==> src/rtl/decode_stage.sv <==
// RV32I/RV64I decode stage: combinational decode of i_instr captured into a
// 2-entry skid buffer with valid/ready on both sides, flush and sync reset.
module decode_stage #(
  parameter int XLEN = 32
) (
  input  logic            i_clk,
  input  logic            i_rst,
  input  logic            i_valid,
  output logic            o_ready,
  input  logic [31:0]     i_instr,
  input  logic [XLEN-1:0] i_pc,
  input  logic            i_flush,
  output logic            o_valid,
  input  logic            i_ready,
  output logic [31:0]     o_instr,
  output logic [XLEN-1:0] o_pc,
  output logic [2:0]      o_immsrc,
  output logic [XLEN-1:0] o_imm,
  output logic [4:0]      o_rd,
  output logic [4:0]      o_rs1,
  output logic [4:0]      o_rs2,
  output logic [2:0]      o_funct3,
  output logic            o_regwrite,
  output logic            o_memwrite,
  output logic [1:0]      o_resultsrc,
  output logic            o_alusrc,
  output logic            o_branch,
  output logic            o_jump,
  output logic            o_illegal,
  output logic [1:0]      o_state
);

  // Handshake: a transfer happens on a rising edge where valid && ready are
  // both high; valid never waits on ready, and ready here is a registered flop.
  typedef enum logic [1:0] {EMPTY = 2'd0, ONE = 2'd1, TWO = 2'd2} state_e;

  typedef struct packed {
    logic [31:0]     instr;
    logic [XLEN-1:0] pc;
    logic [2:0]      immsrc;
    logic [XLEN-1:0] imm;
    logic [4:0]      rd;
    logic [4:0]      rs1;
    logic [4:0]      rs2;
    logic [2:0]      funct3;
    logic            regwrite;
    logic            memwrite;
    logic [1:0]      resultsrc;
    logic            alusrc;
    logic            branch;
    logic            jump;
    logic            illegal;
  } entry_t;

  localparam entry_t RST_ENTRY = '{immsrc: 3'b011, default: '0};

  state_e state_q, state_d;
  entry_t head_q, head_d, tail_q, tail_d;
  logic   ready_q, ready_d;
  entry_t dec;
  logic [31:0] imm32;
  logic accept, pop;

  always_comb begin
    dec        = '0;
    dec.instr  = i_instr;
    dec.pc     = i_pc;
    dec.rd     = i_instr[11:7];
    dec.rs1    = i_instr[19:15];
    dec.rs2    = i_instr[24:20];
    dec.funct3 = i_instr[14:12];
    dec.immsrc = 3'b011;
    case (i_instr[6:0])
      7'b0000011: begin dec.immsrc = 3'b000; dec.regwrite = 1'b1; dec.resultsrc = 2'b01; dec.alusrc = 1'b1; end
      7'b0010011: begin dec.immsrc = 3'b000; dec.regwrite = 1'b1; dec.alusrc = 1'b1; end
      7'b1100111: begin
        if (i_instr[14:12] == 3'b000) begin
          dec.immsrc = 3'b000; dec.regwrite = 1'b1; dec.resultsrc = 2'b10;
          dec.alusrc = 1'b1; dec.jump = 1'b1;
        end else begin
          dec.illegal = 1'b1;
        end
      end
      7'b0100011: begin dec.immsrc = 3'b001; dec.memwrite = 1'b1; dec.alusrc = 1'b1; end
      7'b1100011: begin dec.immsrc = 3'b010; dec.branch = 1'b1; end
      7'b0110011: begin dec.immsrc = 3'b011; dec.regwrite = 1'b1; end
      7'b0110111,
      7'b0010111: begin dec.immsrc = 3'b100; dec.regwrite = 1'b1; dec.alusrc = 1'b1; end
      7'b1101111: begin dec.immsrc = 3'b101; dec.regwrite = 1'b1; dec.resultsrc = 2'b10; dec.jump = 1'b1; end
      default:    dec.illegal = 1'b1;
    endcase

    // Build a 32-bit immediate, then sign-extend from bit 31 to XLEN.
    case (dec.immsrc)
      3'b000:  imm32 = {{20{i_instr[31]}}, i_instr[31:20]};
      3'b001:  imm32 = {{20{i_instr[31]}}, i_instr[31:25], i_instr[11:7]};
      3'b010:  imm32 = {{20{i_instr[31]}}, i_instr[7], i_instr[30:25], i_instr[11:8], 1'b0};
      3'b100:  imm32 = {i_instr[31:12], 12'b0};
      3'b101:  imm32 = {{12{i_instr[31]}}, i_instr[19:12], i_instr[20], i_instr[30:21], 1'b0};
      default: imm32 = 32'b0;
    endcase
    dec.imm = XLEN'($signed(imm32));
  end

  always_comb begin
    state_d = state_q;
    head_d  = head_q;
    tail_d  = tail_q;
    accept  = i_valid && ready_q;
    pop     = (state_q != EMPTY) && i_ready;
    // Flush drops any same-cycle accept; a same-cycle pop has already left.
    if (i_flush) begin
      state_d = EMPTY;
    end else begin
      case (state_q)
        EMPTY: if (accept) begin head_d = dec; state_d = ONE; end
        ONE: begin
          if (accept && pop)  head_d = dec;
          else if (accept)    begin tail_d = dec; state_d = TWO; end
          else if (pop)       state_d = EMPTY;
        end
        TWO: if (pop) begin head_d = tail_q; state_d = ONE; end
        default: state_d = EMPTY;
      endcase
    end
    ready_d = (state_d != TWO);
  end

  always_ff @(posedge i_clk) begin
    if (i_rst) begin
      state_q <= EMPTY;
      ready_q <= 1'b1;
      head_q  <= RST_ENTRY;
      tail_q  <= RST_ENTRY;
    end else begin
      state_q <= state_d;
      ready_q <= ready_d;
      head_q  <= head_d;
      tail_q  <= tail_d;
    end
  end

  assign o_ready     = ready_q;
  assign o_valid     = (state_q != EMPTY);
  assign o_state     = state_q;
  assign o_instr     = head_q.instr;
  assign o_pc        = head_q.pc;
  assign o_immsrc    = head_q.immsrc;
  assign o_imm       = head_q.imm;
  assign o_rd        = head_q.rd;
  assign o_rs1       = head_q.rs1;
  assign o_rs2       = head_q.rs2;
  assign o_funct3    = head_q.funct3;
  assign o_regwrite  = head_q.regwrite;
  assign o_memwrite  = head_q.memwrite;
  assign o_resultsrc = head_q.resultsrc;
  assign o_alusrc    = head_q.alusrc;
  assign o_branch    = head_q.branch;
  assign o_jump      = head_q.jump;
  assign o_illegal   = head_q.illegal;

endmodule

==> config.mk <==
export PLATFORM = sky130hd
export DESIGN_NAME = decode_stage
export DESIGN_NICKNAME = d
export VERILOG_FILES = /design/src/rtl/decode_stage.sv
export SDC_FILE = /design/constraint.sdc
export NUM_CORES = 1
export LEC_CHECK = 0
export BUFFER_PORTS_ARGS = -buffer_cell sky130_fd_sc_hd__buf_2
export CAP_MARGIN = 20
export CORE_AREA = 2 2 152 265
export CTS_BUF_LIST = sky130_fd_sc_hd__clkbuf_4 sky130_fd_sc_hd__clkbuf_8
export DETAILED_ROUTE_END_ITERATION = 7
export DIE_AREA = 0 0 154 267
export PLACE_DENSITY_LB_ADDON = 0.2
export SLEW_MARGIN = 20
export SYNTH_ARGS = -nofsm -noshare
export SYNTH_HDL_FRONTEND = slang
export SYNTH_SLANG_ARGS = --single-unit
==> constraint.sdc <==
create_clock -name i_clk -period 2.8 [get_ports i_clk]
set_clock_uncertainty 0.1 [all_clocks]
set_input_delay 0.7 -clock i_clk [delete_from_list [all_inputs] [get_ports i_clk]]
set_output_delay 0.7 -clock i_clk [all_outputs]
set_load 0.02 [all_outputs]
-- Word level (Yosys, flattened, before mapping)
Index checks and enable logic that the tools add are counted.
- logic and storage cells: 92
- flip-flop bits (word level): 253
- bits of input ports: 69
- reduce and logical (&&, ||, !) cells: 15
- equal/unequal tests: 19
- mux-type cells: 24
- bitwise logic cells: 2
- operators with widths (operator ; number):
    two-way mux 125 bit ; 3
    one-hot mux 125 bit (3 select lines) ; 1
    one-hot mux 32 bit (5 select lines) ; 1
    == test 7 x 6 -> 1 bit (second input constant) ; 3
    == test 7 bit (second input constant) ; 3
    one-hot mux 3 bit (6 select lines) ; 1
    == test 7 x 5 -> 1 bit (second input constant) ; 2
    two-way mux 2 bit ; 7
    one-hot mux 2 bit (3 select lines) ; 2
    inequality test 2 bit (second input constant) ; 4
    one-hot mux 1 bit (2 select lines) ; 4
    OR reduction 8 bit ; 1
    == test 7 x 2 -> 1 bit (second input constant) ; 1
    == test 3 bit (second input constant) ; 2
    zero test 3 bit ; 2
    OR reduction 6 bit ; 1
    AND reduction 5 bit ; 1
    OR reduction 5 bit ; 1
    two-way mux 1 bit ; 4
    AND reduction 4 bit ; 1
    OR reduction 2 bit ; 2
    == test 3 x 1 -> 1 bit (second input constant) ; 1
    == test 3 x 2 -> 1 bit (second input constant) ; 1
    logical AND 1 bit ; 3
    7 further kinds ; 8

-- Longest topological paths before layout
- word-level depth: 8
- depth in mapped cells: 9

-- Least setup slack after synthesis
No wires, ideal clock.
- path type: in2reg
- start: input port i_instr[3]
- end: register tail_q[31] (netlist name)
- setup slack: 237 ps
- required time: 2641 ps
- cell stages on the path: 6
- arrival time: 2403 ps
- cells stage by stage: buf_6 -> or4_4 -> a211o_2 -> o21ai_4 -> nor3b_4 -> a22o_1
- word-level cells in the longest chain between the ends: 5
- elaborated cells between the ends (all ways): 17
- ends and longest elaborated chain (what ; line ; source):
    start, declared ; 10 ; input logic [31:0] i_instr,
    == test 7 x 6 -> 1 bit (tied with other cells) ; 73 ; case (i_instr[6:0])
    OR reduction 2 bit ; - ;
    one-hot mux 3 bit (6 select lines) * ; 73 ;
    == test 3 bit (tied with other cells) ; 94 ; case (dec.immsrc)
    one-hot mux 32 bit (5 select lines) * ; 94 ;
    end signal, assigned ; 139 ; tail_q <= tail_d;
    end, declared ; 58 ; entry_t head_q, head_d, tail_q, tail_d;
Every way passes the cells marked *; elsewhere a longest branch is shown, timed or not.
A chain may end at the register's enable or synchronous reset.

-- Worst setup path in the final report
- start: input port i_instr[3]
- end: register tail_q[42] (netlist name)
The elaborated chain is that of the path after synthesis.

==> metrics.md <==
| Metric | Value |
|---|---|
| Outcome | `completed` |
| Die width | `roughly 150 um` |
| Multi-input logic area | `0.00439 sq mm` |
| Top cell type's share of synthesized area | `approximately 47%` |
| Min-Delay Path Class | `primary input to flop` |
| Yosys reg bits | `~220` |
| Syn_nets | `between 1000 and 1500` |
| Root Buffer | `clkbuf_8` |
| Max Root-Sink Buffers | `3` |
| Share of cells above drive strength 1 | `between 20% and 30%` |
| P_int | `between 5 and 6 mW` |
| Post-DR vias/cell | `4.76` |
| EDFF count, synth | `0` |
| Vias in the first global route | `around 8400` |
| Worst r2r src | `o_state[1]` |
| Final Hold Violating Endpoints | `0` |
| Clk network pwr share | `a little over two fifths` |
| Antenna Violating Nets Remaining | `0` |
| Full die area | `0.0411 sq mm` |
| Final Cycle Share | `83.3%` |
| Fillers | `about 4200` |
| GRT Total Usage | `around 15%` |
| Gpl congestion | `~0.82` |
| Die Ht | `267 um` |
| PortBufs | `roughly 200` |
| Post-Syn Instances | `1170` |
| CTS Hold Bufs | `0` |
| Cell Rows | `96` |
| Hold path start | `i_pc[21]` |
| Arrival @ worst endpoint | `~2700 ps` |
| Lkg Pwr | `4.54 nW` |
| Skew-Pair Late Insertion Delay | `between 500 and 600 ps` |
| Crit path launch type | `primary input` |
| Post-Route WL | `~32000 um` |
| First drt pass iteration count | `4` |
| Final setup viols | `0` |
| Ys flop type | `dfxtp_1` |
| Grt total ovfl | `0` |
| Fin Setup TNS | `0 ps` |
| Max Cap Viol | `0` |
| Sequential area share after synthesis | `47.1%` |
| Clock Pin Slew Worst Setup and Hold Paths | `60 ps` |
| Count leader, synth | `nand2_1` |
| Gates resized, CTS repair | `0` |
| Worst VDD drop | `around 280 uV` |
| Avg Cell Area, Syn | `about 7.9 sq um` |
| CP endpoint kind | `flop` |
| Top Ports | `198` |
| Crit path kind | `primary input to flop` |
| Slew @ Worst Pin | `710 ps` |
| DR WL/cell | `17.3 um` |
| Unrepaired setup endpoints after global routing | `false` |
| Pwr Density | `602 mW/mm^2` |
| CTS tree | `built` |
| Pin count of the biggest net entering global routing | `96` |
| FF/Latch Area | `0.00434 sq mm` |
| Min Hold Slack | `around 280 ps` |
| Layout area overhead | `25.7%` |
| Fin crit period | `approximately 2300 ps` |
| Initial core utilization | `between 20% and 30%` |
| Critical Path Source | `i_instr[3]` |
| Max Fclk | `between 400 and 500 MHz` |
| Setup repair bufs after CTS | `0` |
| CTS HTree Levels | `2` |
| Num Clock Sinks | `~220` |
| Area contributors post-synth | `dfxtp_1 (47%), nand2_1 (13%), a311oi_1 (6.9%), a21oi_1 (5.9%), nor2_1 (5.1%)` |
| Slew HR | `52.7%` |
| First-pass GRT wire length | `roughly 49000 um` |
| DRC | `0` |
| Dpl hpwl | `21300 um` |
| Yosys top cell by area | `dfxtp_1` |
| Gate power share | `between 10% and 20%` |
| Number of DRC markers in iteration 0 | `between 400 and 500` |
| Initial antenna violation count | `1` |
| Final net count | `approximately 1400` |
| Post-Syn Area | `0.00923 sq mm` |
| Post-synth cell types | `57` |
| Yosys warns | `0` |
| Core ar. | `between 0.03 and 0.04 sq mm` |
| Ys async rst share | `0%` |
| Inserted Clock Buffers | `37` |
| Final Slew Violations | `0` |
| Via count | `8831` |
| Switching Share | `27.3%` |
| Commonest cells post-synth | `nand2_1 (310), dfxtp_1 (217), nor2_1 (125)` |
| Worst EP required | `3170 ps` |
| Sequential power share | `between 40% and 50%` |
| Net Switching | `roughly 1.9 mW` |
| CP Max Fanout | `9` |
-- final cells by class --
| class | instances | area share (%) |
|---|---|---|
| Antenna cell | 1 | 0.0216 |
| Clock buffer | 58 | 6.23 |
| Clock inverter | 5 | 0.259 |
| Inverter | 1 | 0.0323 |
| Multi-Input combinational cell | 832 | 37.8 |
| Sequential cell | 217 | 37.4 |
| Tap cell | 490 | 5.28 |
| Timing Repair Buffer | 250 | 12.9 |
-- cell families (layout without fill, tap and decap cells) --
| logic type | count (synthesis) | count (layout) | share of synthesized area (%) |
|---|---|---|---|
| simple gates | 533 | 533 | 24.3 |
| compound gates | 297 | 297 | 22.5 |
| flops | 217 | 217 | 47.1 |
| buf+inv | 121 | 314 | 5.88 |
| xor+xnor | 1 | 1 | 0.0949 |
| mux | 1 | 1 | 0.108 |
| other cells | 0 | 1 | 0 |
-- flip-flops by register name, indices dropped and copies added, names as in the netlist, 2 cells and up --
| register | count |
|---|---|
| tail_q | 107 |
| o_imm | 32 |
| o_instr | 32 |
| o_pc | 32 |
| o_immsrc | 3 |
| o_resultsrc | 2 |
| o_state | 2 |
-- routing by layer --
layer | wire [um] | up-vias | part of all wire (%) | global-route usage (%)
met1 | 12900 | 4160 | 40 | 17.0
met2 | 16600 | 217 | 52 | 27.2
met3 | 1370 | 71 | 4.3 | 2.63
met4 | 1200 | 0 | 3.7 | 6.90
met5 | 0 | - | 0 | 0
li1 | - | 4383 | - | -
-- path summary, 6_finish.rpt --
path | to | slack [ps] | depth (start not counted)
min reg2reg | o_immsrc[2] | 350 | 2
max | tail_q[42] | 470 | 7
max reg2reg | o_pc[7] | 520 | 5
min | tail_q[82] | 280 | 3
-- power groups by stage --
stage | clock [mW] | sequential, mW | combinational (mW)
2_1_floorplan | 0 | 3.41 | 0.354
3_3_place_gp | 0 | 3.31 | 0.763
3_5_place_dp | 0 | 3.31 | 0.764
4_1_cts | 3.14 | 3.24 | 0.766
5_1_grt | 3.24 | 3.25 | 0.824
6_report | 2.99 | 3.24 | 0.753
-- cell usage in the layout, fill, tap and decap left out, types with 14 or more instances in the layout --
cell / instances
nor2_1: 125
a211oi_1: 19
a21oi_1: 108
and3_1: 14
nor3_1: 26
a311oi_1: 73
nand2_1: 310
dfxtp_1: 217
o21ai_0: 28
clkbuf_8: 46
buf_4: 44
buf_2: 196
and2_1: 15
-- critical path: stages --
cell and delay, ps:
buf_2 130, or4_4 580, a211o_2 390, buf_4 160
o21ai_4 260, nand2_2 180, a311oi_1 290
-- stage by stage --
| step | total power [mW] | cell area (sq um) | util (%) | cells | worst slack [ps] |
|---|---|---|---|---|---|
| 6_report | 6.99 | 11600 | 29.7 | 1854 | 468 |
| 5_1_grt | 7.31 | 11600 | 29.7 | 1854 | 291 |
| 4_1_cts | 7.15 | 11600 | 29.7 | 1853 | 454 |
| 3_5_place_dp | 4.08 | 10800 | 27.8 | 1790 | -114 |
| 3_3_place_gp | 4.07 | 10800 | 27.8 | 1790 | -64.1 |
| 2_1_floorplan | 3.76 | 9230 | - | 1170 | 237 |
Power figures use the tool's default switching activity.
